`config.mk`:
```
export PLATFORM = sky130hd
export DESIGN_NAME = cpu_prog_loader_flat
export DESIGN_NICKNAME = d
export VERILOG_FILES = /design/src/rtl/cpu_prog_loader_if.sv /design/src/rtl/cpu_prog_loader.sv /design/src/flat_wrapper.sv
export SDC_FILE = /design/constraint.sdc
export NUM_CORES = 1
export LEC_CHECK = 0
export ABC_AREA = 1
export CORE_MARGIN = 5
export CORE_UTILIZATION = 60
export DETAILED_ROUTE_END_ITERATION = 6
export GPL_TIMING_DRIVEN = 0
export HOLD_SLACK_MARGIN = 0.03
export MAX_ROUTING_LAYER = met4
export PLACE_DENSITY = 0.92
export SLEW_MARGIN = 10
export SYNTH_ARGS = -nofsm -noshare
export SYNTH_HDL_FRONTEND = slang
export SYNTH_SLANG_ARGS = --single-unit
```
`constraint.sdc`:
```
create_clock -name clk -period 9.3 [get_ports clk]
set_input_delay 2.325 -clock clk [delete_from_list [all_inputs] [get_ports clk]]
set_output_delay 2.325 -clock clk [all_outputs]
set_load 0.05 [all_outputs]
```
`src/rtl/cpu_prog_loader_if.sv`:
```
// Command, payload stream and RAM write port of the program loader.
// The master side is the host/RAM; the loader is the slave.
interface cpu_prog_loader_if;
    logic        cmd_valid;
    logic        cmd_ready;
    logic [15:0] cmd_addr;
    logic [15:0] cmd_len;
    logic        s_valid;
    logic        s_ready;
    logic [7:0]  s_data;
    logic        mem_we;
    logic [15:0] mem_addr;
    logic [7:0]  mem_wdata;

    modport master (
        output cmd_valid, cmd_addr, cmd_len, s_valid, s_data,
        input  cmd_ready, s_ready, mem_we, mem_addr, mem_wdata
    );

    modport slave (
        input  cmd_valid, cmd_addr, cmd_len, s_valid, s_data,
        output cmd_ready, s_ready, mem_we, mem_addr, mem_wdata
    );
endinterface

```
`src/rtl/cpu_prog_loader.sv`:
```
// Boot loader: streams a payload into RAM, writes the 6502 reset vector,
// holds the CPU in reset for a while, then releases it.
module cpu_prog_loader #(
    parameter logic [15:0] VECTOR_ADDR = 16'hFFFC,
    parameter int unsigned RESET_HOLD  = 5
) (
    input  logic              clk,
    input  logic              rst,
    cpu_prog_loader_if.slave  bus,
    input  logic              abort,
    output logic              cpu_rst_n,
    output logic              busy,
    output logic              done
);
    typedef enum logic [2:0] {
        IDLE, LOAD, VEC_LO, VEC_HI, HOLD, RUN
    } state_t;

    localparam logic [15:0] HOLD_INIT = 16'(RESET_HOLD - 1);

    state_t      state, state_d;
    logic [15:0] ptr, ptr_d;
    logic [15:0] cnt, cnt_d;
    logic [15:0] vec, vec_d;
    logic [15:0] hold, hold_d;
    logic        we_d;
    logic [15:0] addr_d;
    logic [7:0]  wdata_d;
    logic        rstn_d;
    logic        done_d;
    logic        cmd_fire;
    logic        beat;

    assign bus.cmd_ready = (state == IDLE) || (state == RUN);
    assign bus.s_ready   = (state == LOAD);
    assign busy          = state inside {LOAD, VEC_LO, VEC_HI, HOLD};
    assign cmd_fire      = bus.cmd_valid && bus.cmd_ready;
    // abort outranks a beat presented in the same cycle
    assign beat          = bus.s_valid && bus.s_ready && !abort;

    always_comb begin
        state_d = state;
        ptr_d   = ptr;
        cnt_d   = cnt;
        vec_d   = vec;
        hold_d  = hold;
        we_d    = 1'b0;
        addr_d  = bus.mem_addr;
        wdata_d = bus.mem_wdata;
        rstn_d  = cpu_rst_n;
        done_d  = 1'b0;
        unique case (state)
            IDLE, RUN: begin
                if (cmd_fire) begin
                    ptr_d   = bus.cmd_addr;
                    vec_d   = bus.cmd_addr;
                    cnt_d   = bus.cmd_len;
                    rstn_d  = 1'b0;
                    state_d = (bus.cmd_len == 16'd0) ? VEC_LO : LOAD;
                end
            end
            LOAD: begin
                if (abort) begin
                    state_d = IDLE;
                end else if (beat) begin
                    we_d    = 1'b1;
                    addr_d  = ptr;
                    wdata_d = bus.s_data;
                    ptr_d   = ptr + 16'd1;
                    cnt_d   = cnt - 16'd1;
                    if (cnt == 16'd1) state_d = VEC_LO;
                end
            end
            VEC_LO: begin
                if (abort) begin
                    state_d = IDLE;
                end else begin
                    we_d    = 1'b1;
                    addr_d  = VECTOR_ADDR;
                    wdata_d = vec[7:0];
                    state_d = VEC_HI;
                end
            end
            VEC_HI: begin
                if (abort) begin
                    state_d = IDLE;
                end else begin
                    we_d    = 1'b1;
                    addr_d  = VECTOR_ADDR + 16'd1;
                    wdata_d = vec[15:8];
                    hold_d  = HOLD_INIT;
                    state_d = HOLD;
                end
            end
            HOLD: begin
                if (abort) begin
                    state_d = IDLE;
                end else if (hold == 16'd0) begin
                    rstn_d  = 1'b1;
                    done_d  = 1'b1;
                    state_d = RUN;
                end else begin
                    hold_d = hold - 16'd1;
                end
            end
            default: state_d = IDLE;
        endcase
    end

    always_ff @(posedge clk or posedge rst) begin
        if (rst) begin
            state         <= IDLE;
            ptr           <= '0;
            cnt           <= '0;
            vec           <= '0;
            hold          <= '0;
            bus.mem_we    <= 1'b0;
            bus.mem_addr  <= '0;
            bus.mem_wdata <= '0;
            cpu_rst_n     <= 1'b0;
            done          <= 1'b0;
        end else begin
            state         <= state_d;
            ptr           <= ptr_d;
            cnt           <= cnt_d;
            vec           <= vec_d;
            hold          <= hold_d;
            bus.mem_we    <= we_d;
            bus.mem_addr  <= addr_d;
            bus.mem_wdata <= wdata_d;
            cpu_rst_n     <= rstn_d;
            done          <= done_d;
        end
    end
endmodule

```
`src/flat_wrapper.sv`:
```
// flat-port wrapper written by rule: the top's interface ports become plain ports
module cpu_prog_loader_flat 
#(
    parameter logic [15:0] VECTOR_ADDR = 16'hFFFC,
    parameter int unsigned RESET_HOLD  = 5
)
  (clk, rst, abort, cpu_rst_n, busy, done, bus_cmd_valid, bus_cmd_addr, bus_cmd_len, bus_s_valid, bus_s_data, bus_cmd_ready, bus_s_ready, bus_mem_we, bus_mem_addr, bus_mem_wdata);
  cpu_prog_loader_if bus_i ();
  input  logic clk;
  input  logic rst;
  input  logic abort;
  output logic cpu_rst_n;
  output logic busy;
  output logic done;
  input wire logic [$bits(bus_i.cmd_valid)-1:0] bus_cmd_valid;
  input wire logic [$bits(bus_i.cmd_addr)-1:0] bus_cmd_addr;
  input wire logic [$bits(bus_i.cmd_len)-1:0] bus_cmd_len;
  input wire logic [$bits(bus_i.s_valid)-1:0] bus_s_valid;
  input wire logic [$bits(bus_i.s_data)-1:0] bus_s_data;
  output wire logic [$bits(bus_i.cmd_ready)-1:0] bus_cmd_ready;
  output wire logic [$bits(bus_i.s_ready)-1:0] bus_s_ready;
  output wire logic [$bits(bus_i.mem_we)-1:0] bus_mem_we;
  output wire logic [$bits(bus_i.mem_addr)-1:0] bus_mem_addr;
  output wire logic [$bits(bus_i.mem_wdata)-1:0] bus_mem_wdata;
  assign bus_i.cmd_valid = bus_cmd_valid;
  assign bus_i.cmd_addr = bus_cmd_addr;
  assign bus_i.cmd_len = bus_cmd_len;
  assign bus_i.s_valid = bus_s_valid;
  assign bus_i.s_data = bus_s_data;
  assign bus_cmd_ready = bus_i.cmd_ready;
  assign bus_s_ready = bus_i.s_ready;
  assign bus_mem_we = bus_i.mem_we;
  assign bus_mem_addr = bus_i.mem_addr;
  assign bus_mem_wdata = bus_i.mem_wdata;
  cpu_prog_loader #(.VECTOR_ADDR(VECTOR_ADDR), .RESET_HOLD(RESET_HOLD)) u_core (.clk(clk), .rst(rst), .bus(bus_i), .abort(abort), .cpu_rst_n(cpu_rst_n), .busy(busy), .done(done));
endmodule
```
==> results of run 1 <==
per-layer routing:
metal | vias up | global-route usage (%) | routed length (um)
met5 | - | - | 0
met4 | 0 | 10.2 | 435
met3 | 41 | 4.80 | 1290
met2 | 248 | 41.5 | 6500
met1 | 2527 | 36.1 | 5990
li1 | 2733 | - | -
registers in the layout (all words and copies together), names as in the netlist:
register	count
u_core.cnt	16
u_core.bus.mem_wdata	8
u_core.hold	16
u_core.state	3
u_core.bus.mem_addr	16
u_core.vec	16
u_core.done	1
u_core.ptr	16
u_core.cpu_rst_n	1
u_core.bus.mem_we	1
cells in the final DEF, fill, tap and decap left out, drive strengths merged:
| cell | Yosys | layout |
|---|---|---|
| nand2 | 282 | 282 |
| nor2 | 124 | 124 |
| dfrtp | 94 | 94 |
| inv | 81 | 85 |
| clkdlybuf4s50 | 0 | 74 |
| nand3 | 63 | 63 |
| o21ai | 62 | 62 |
| a21oi | 29 | 29 |
| buf | 18 | 19 |
| or2 | 17 | 17 |
| clkbuf | 8 | 17 |
| nand4 | 7 | 7 |
| nand3b | 7 | 7 |
| a22oi | 5 | 5 |
| o21bai | 4 | 4 |
| ha | 4 | 4 |
| clkinv | 1 | 3 |
| xnor2 | 2 | 2 |
| nor3 | 2 | 2 |
| o211ai | 1 | 1 |
| a21o | 1 | 1 |
| xor2 | 1 | 1 |
| and2 | 1 | 1 |
| bufinv | 0 | 1 |
power by group through the flow:
stage	clock (mW)	combinational [mW]	sequential (mW)
after CTS	0.293	1.51	0.742
final	0.291	1.51	0.748
after global routing	0.309	1.68	0.774
after floorplan	0	0.917	0.906
after detailed placement	0	1.50	0.748
after global placement	0	1.45	0.745
worst min-delay path, cell delays in order (launching register included):
cell     delay [ns]
dfrtp_1        0.36
nand2_1        0.05
nand2_1        0.05
how the worst max path moves through the flow:
| stage | to | slack, ns |
|---|---|---|
| final | bus_s_ready | 4.37 |
| after global routing | bus_s_ready | 4.27 |
| after CTS | bus_s_ready | 4.39 |
| after detailed placement | bus_s_ready | 4.80 |
| after global placement | u_core.bus.mem_wdata[5]$_DFFE_PP0P_ | 3.13 |
| after floorplan | u_core.bus.mem_addr[0]$_DFFE_PP0P_ | 4.53 |
cell type report:
cell class              count  area, sq um
clock buffers               9          124
repair buffers             75          768
flip-flops and latches     94         2350
plain buffers              26          139
inverters                  82          310
multi-input cells         612         2740
well taps                 111          139
fillers                   703         2450
clock inverters             7         87.6
logic make-up after synthesis:
logic type	Yosys count	synth area share, %
simple gates	503	37.8
compound gates	102	10.3
flops	94	42.5
buf+inv	108	8.06
xor+xnor	3	0.474
fa+ha+maj	4	0.904
through the flow:
step                hold WS [ns]  setup slack [ns]
detailed placement         0.467              4.80
floorplan                  0.449              4.53
global placement           0.462              3.13
global route               0.512              4.27
finish                     0.491              4.37
CTS                        0.492              4.39
==> metrics.log, run 1 <==
[metrics] number of CTS-inserted buffers: 9
[metrics] net switching power figure: 1.32 mW
[metrics] Critical Path Source Type: flip-flop
[metrics] top cell type by total area after synthesis: dfrtp_1
[metrics] first-pass detailed-route iteration total: 5
[metrics] Synth area leaders: dfrtp_1 (42%), nand2_1 (19%), nor2_1 (8.3%)
[metrics] syn_nets: 863
[metrics] Yosys top cell area share: 42.5%
[metrics] gate family responsible for the most delay along the worst path: buffers and inverters
[metrics] via density per instance: 5.46
[metrics] clock buffer depth: 2
[metrics] number of hold-slack violations in the final timing report: 0
[metrics] RD Place Congestion: 0.895
[metrics] number of antenna cells inserted: 0
[metrics] hold-critical path endpoint: u_core.vec[1]$_DFFE_PP0P_
[metrics] power share of the sequential group: 29.3%
[metrics] clock power share: 11.4%
[metrics] total number of vias: 5,549
[metrics] leading cell type by number of instances after synthesis: nand2_1
[metrics] number of H-tree levels: 3
[metrics] flop2flop setup slack: 7.30 ns
[metrics] Cells on Worst Hold Path: 2
[metrics] die footprint: 11,300 sq um
[metrics] Critical Path AT: 2.61 ns
[metrics] clock latency of the later-clocked register in the worst-skew pair: 0.37 ns
[metrics] Final Util: 73.1%
[metrics] number of instances in the synthesized netlist: 814
[metrics] slowest cell delay on critical path: 0.84 ns
[metrics] slowest cell on the critical path: clkdlybuf4s50_1
[metrics] post-CTS repair timing setup buffer count: 0
[metrics] crit share post-route: 53.0%
[metrics] switching share of power: 51.6%
[metrics] area delta synth->final: 20.2%
[metrics] estimated wirelength of the detail-placed design: 10,600 um
[metrics] CP Buf/Inv Count: 5
[metrics] worst vdd ir: 0.184 mV
[metrics] placeable core area: 9110 sq um
[metrics] Finish-stage setup viols: 0
[metrics] share of total power in combinational logic: 59.3%
[metrics] Post-CTS Resized: 0
[metrics] slew at the pin closest to its max-slew limit: 0.603 ns
[metrics] Critical Path RT: 6.98 ns
[metrics] port buffer count: 74
[metrics] post-synthesis async set-or-reset flop share: 100%
[metrics] Static Leakage: 3.28 nW
[metrics] Iteration-0 DRC Markers: 377
[metrics] library cell used as clock root buffer: clkbuf_8
[metrics] number of synthesized register bits: 94
[metrics] path category of the worst min-delay check: reg -> reg
[metrics] largest net degree at the start of global routing: 57
[metrics] standard-cell row count: 35
[metrics] netlist area before placement: 5540 sq um
[metrics] internal power of the cells: 1.24 mW
[metrics] max-slew violations: 0
[metrics] setup repair after global routing missed its margin: no
[metrics] overall power: 2.55 mW
[metrics] time the final worst path needs with I/O delays and setup: 4.93 ns
[metrics] P per Cell Area: 383 nW/um^2
[metrics] YS warnings: 0
[metrics] design area: 6660 sq um
[metrics] CTS clk-pin slew, worst paths: 0.10 ns
[metrics] Critical R2R Capture: u_core.ptr[2]$_DFFE_PP0P_
[metrics] Die Span X: 106 um
[metrics] cell depth of the worst setup path: 6
[metrics] cell types with the highest counts after synthesis: nand2_1 (281), nor2_1 (123), dfrtp_1 (94)
[metrics] fraction of final layout cells sized beyond drive strength 1: 6.74%
[metrics] Clock Sink Count: 94
[metrics] via count of the first global-routing pass: 5,147
[metrics] Worst R2R Start: u_core.state[2]$_DFFE_PP0P_
[metrics] count of flip-flops with a built-in enable after synthesis: 0
[metrics] type of the setup path with the least slack: reg -> out
[metrics] Max-slew headroom: 59.6%
[metrics] average wire length per cell after detail routing: 14.0 um
[metrics] outcome: complete, no violations
[metrics] hold bufs inserted after CTS: 0
[metrics] Total GRT Usage: 27.0%
[metrics] post-detailed-routing wire length: 14,200 um
[metrics] final sum of negative setup slack: 0 ns
[metrics] startpoint of the most critical setup path: u_core.state[2]$_DFFE_PP0P_
[metrics] CTS tree: built
[metrics] peak fanout along the critical path: 10
[metrics] worst setup skew after layout: 0.0106 ns
[metrics] Avg Inst Size Synth: 6.80 sq um
[metrics] Boundary Pins: 75
[metrics] number of violations of the max-capacitance limit: 0
[metrics] GR Overflow Total: 0
[metrics] placed cell areas: 6450 sq um
[metrics] post-detailed-route count of antenna-violating nets: 0
[metrics] initial standard-cell utilization of the core: 60.8%
[metrics] Cells after DPL: 1,000
[metrics] first-pass GRT wire length: 23,900 um
[metrics] leading register cell type out of synthesis: dfrtp_1
[metrics] number of antenna violations at the first check in global routing: 0
[metrics] portion of the post-synthesis area used by sequential elements: 42.5%
[metrics] cells along the critical path: inv_2 -> nand3_4 -> inv_2 -> buf_2 -> buf_2 -> clkdlybuf4s50_1
[metrics] worst reg2reg path depth: 7
[metrics] post-synth cell types: 34
[metrics] kind of end point of the critical path: primary output
[metrics] number of remaining DRC errors: 0
[metrics] hold wc startpoint: u_core.vec[1]$_DFFE_PP0P_
[metrics] Layout Cells excl Fill: 1,016
[metrics] highest achievable clock rate: 203 MHz
[metrics] Post-layout nets: 949
[metrics] die extent in y: 106 um
(Power assumes the default switching activity.)
==> inputs of run 2 (changes only) <==
--- a/config.mk
+++ b/config.mk
@@ -7,12 +7,12 @@
 export LEC_CHECK = 0
 export ABC_AREA = 1
 export CORE_MARGIN = 5
-export CORE_UTILIZATION = 60
+export CORE_UTILIZATION = 50
 export DETAILED_ROUTE_END_ITERATION = 6
 export GPL_TIMING_DRIVEN = 0
 export HOLD_SLACK_MARGIN = 0.03
 export MAX_ROUTING_LAYER = met4
-export PLACE_DENSITY = 0.92
+export PLACE_DENSITY = 0.83
 export SLEW_MARGIN = 10
 export SYNTH_ARGS = -nofsm -noshare
 export SYNTH_HDL_FRONTEND = slang
==> constraint.sdc (replaced) <==
create_clock -name clk -period 4.15 [get_ports clk]
set_input_delay 1.0375 -clock clk [delete_from_list [all_inputs] [get_ports clk]]
set_output_delay 1.0375 -clock clk [all_outputs]
set_load 0.05 [all_outputs]
==> metrics.log, run 2 (synthesis gave the netlist of run 1 again) <==
[metrics] number of remaining DRC errors: 0
[metrics] post-detailed-route count of antenna-violating nets: 0
[metrics] outcome: complete, no violations
[metrics] average wire length per cell after detail routing: 14.0 um
[metrics] Max-slew headroom: 55.0%
[metrics] top library cells by usage in the layout, fill and taps aside: nand2_1 (281), nor2_1 (123), dfrtp_1 (94)
[metrics] via density per instance: 5.23
[metrics] final critical-path setup slack: 0.473 ns
[metrics] Total GRT Usage: 24.0%
[metrics] post-detailed-routing wire length: 14,600 um
[metrics] number of H-tree levels: 3
[metrics] Post-CTS Resized: 0
[metrics] clock latency of the later-clocked register in the worst-skew pair: 0.38 ns
[metrics] fraction of final layout cells sized beyond drive strength 1: 6.74%
[metrics] CTS tree: built
[metrics] pre-CTS setup slack: 0.894 ns
[metrics] clock buffer depth: 2
[metrics] flop2flop setup slack: 2.04 ns
[metrics] hold-critical path endpoint: u_core.vec[4]$_DFFE_PP0P_
[metrics] slowest cell delay on critical path: 0.84 ns
[metrics] Cells on Worst Hold Path: 2
[metrics] Critical R2R Capture: u_core.bus.mem_wdata[4]$_DFFE_PP0P_
[metrics] P per Cell Area: 859 nW/um^2
[metrics] placeable core area: 10,800 sq um
[metrics] number of hold-slack violations in the final timing report: 0
[metrics] post-CTS repair timing setup buffer count: 0
[metrics] peak fanout along the critical path: 10
[metrics] first-pass GRT wire length: 24,600 um
[metrics] max-slew violations: 0
[metrics] standard-cell row count: 38
[metrics] commonest non-fill, non-tap cell in the layout: nand2_1
[metrics] cells along the critical path: inv_2 -> nand3_4 -> inv_2 -> buf_2 -> buf_2 -> clkdlybuf4s50_1
[metrics] initial standard-cell utilization of the core: 51.1%
[metrics] time the final worst path needs with I/O delays and setup: 3.68 ns
[metrics] area delta synth->final: 21.2%
[metrics] number of CTS-inserted buffers: 9
[metrics] crit share post-route: 88.6%
[metrics] first-pass detailed-route iteration total: 6
[metrics] GR Overflow Total: 0
[metrics] slowest cell on the critical path: clkdlybuf4s50_1
[metrics] Critical Path Source Type: flip-flop
[metrics] worst vdd ir: 0.455 mV
[metrics] highest achievable clock rate: 272 MHz
[metrics] Clock Sink Count: 94
[metrics] CTS clk-pin slew, worst paths: 0.09 ns
[metrics] port buffer count: 74
[metrics] die extent in y: 115 um
[metrics] Critical Path RT: 3.11 ns
[metrics] Finish-stage setup viols: 0
[metrics] Post-layout nets: 949
[metrics] slew at the pin closest to its max-slew limit: 0.673 ns
[metrics] worst reg2reg path depth: 7
[metrics] die footprint: 13,300 sq um
[metrics] Static Leakage: 3.29 nW
[metrics] number of violations of the max-capacitance limit: 0
[metrics] total number of vias: 5,470
[metrics] library cell used as clock root buffer: clkbuf_8
[metrics] largest net degree at the start of global routing: 61
[metrics] Iteration-0 DRC Markers: 370
[metrics] number of antenna violations at the first check in global routing: 0
[metrics] estimated wirelength of the detail-placed design: 11,100 um
[metrics] type of the setup path with the least slack: reg -> out
[metrics] path category of the worst min-delay check: reg -> reg
[metrics] Critical Path AT: 2.64 ns
[metrics] Boundary Pins: 75
[metrics] RD Place Congestion: 0.951
[metrics] worst setup skew after layout: 0.0103 ns
[metrics] hold bufs inserted after CTS: 0
[metrics] via count of the first global-routing pass: 5,249
[metrics] overall power: 5.76 mW
[metrics] Die Span X: 115 um
[metrics] number of antenna cells inserted: 0
[metrics] setup repair after global routing missed its margin: no
[metrics] kind of end point of the critical path: primary output
[metrics] Worst R2R Start: u_core.state[2]$_DFFE_PP0P_
[metrics] hold wc startpoint: u_core.vec[4]$_DFFE_PP0P_
[run 2: layout make-up]
cell class / instances / area, sq um
multi-input cells: 612 / 2740
inverters: 82 / 310
plain buffers: 26 / 139
flip-flops and latches: 94 / 2350
fillers: 965 / 4130
well taps: 140 / 175
clock inverters: 7 / 103
repair buffers: 75 / 768
clock buffers: 9 / 124
[run 2: worst max path at each step]
stage	slack [ns]	end	from	depth (start not counted)
2_1_floorplan	0.66	u_core.bus.mem_addr[0]$_DFFE_PP0P_	rst	1
3_3_place_gp	-0.82	u_core.cnt[0]$_DFFE_PP0P_	rst	2
3_5_place_dp	0.89	bus_s_ready	u_core.state[2]$_DFFE_PP0P_	6
4_1_cts	0.47	bus_s_ready	u_core.state[2]$_DFFE_PP0P_	6
5_1_grt	0.32	bus_s_ready	u_core.state[2]$_DFFE_PP0P_	6
6_report	0.47	bus_s_ready	u_core.state[2]$_DFFE_PP0P_	6
[run 2: worst max-delay path: cells and delay by family, from the launching register on]
kind,cells,cell delay [ns]
buf+inv,5,1.59
flops,1,0.48
simple gates,1,0.18
[run 2: per-layer routing]
| metal | global-route usage, % | part of all wire, % | vias to the layer above |
|---|---|---|---|
| met2 | 36.4 | 45 | 190 |
| met5 | - | 0 | - |
| met1 | 32.1 | 45 | 2504 |
| met4 | 8.92 | 2.7 | 0 |
| li1 | - | - | 2742 |
| met3 | 4.42 | 7.3 | 34 |
[run 2: report_power, final]
group | internal (mW) | switching (mW)
registers | 1.32 | 0.360
clock network | 0.348 | 0.344
logic | 1.15 | 2.24
[run 2: metrics by stage]
| stage | instance area [sq um] | utilization (%) | hold WS [ns] | setup TNS, ns | std cells |
|---|---|---|---|---|---|
| 2_1_floorplan | 5540 | - | 0.449 | 0 | 814 |
| 3_3_place_gp | 6450 | 59.5 | 0.464 | -75.93 | 1028 |
| 3_5_place_dp | 6480 | 59.8 | 0.467 | 0 | 1029 |
| 4_1_cts | 6710 | 61.9 | 0.491 | 0 | 1045 |
| 5_1_grt | 6710 | 61.9 | 0.517 | 0 | 1045 |
| 6_report | 6710 | 61.9 | 0.490 | 0 | 1045 |
==> inputs of run 3 (changes only) <==
--- a/config.mk
+++ b/config.mk
@@ -6,6 +6,7 @@
 export NUM_CORES = 1
 export LEC_CHECK = 0
 export ABC_AREA = 1
+export CAP_MARGIN = 10
 export CORE_MARGIN = 5
 export CORE_UTILIZATION = 50
 export DETAILED_ROUTE_END_ITERATION = 6
==> results of run 3 <==
No change in the layout: final DEF, timing and power equal those of run 2.
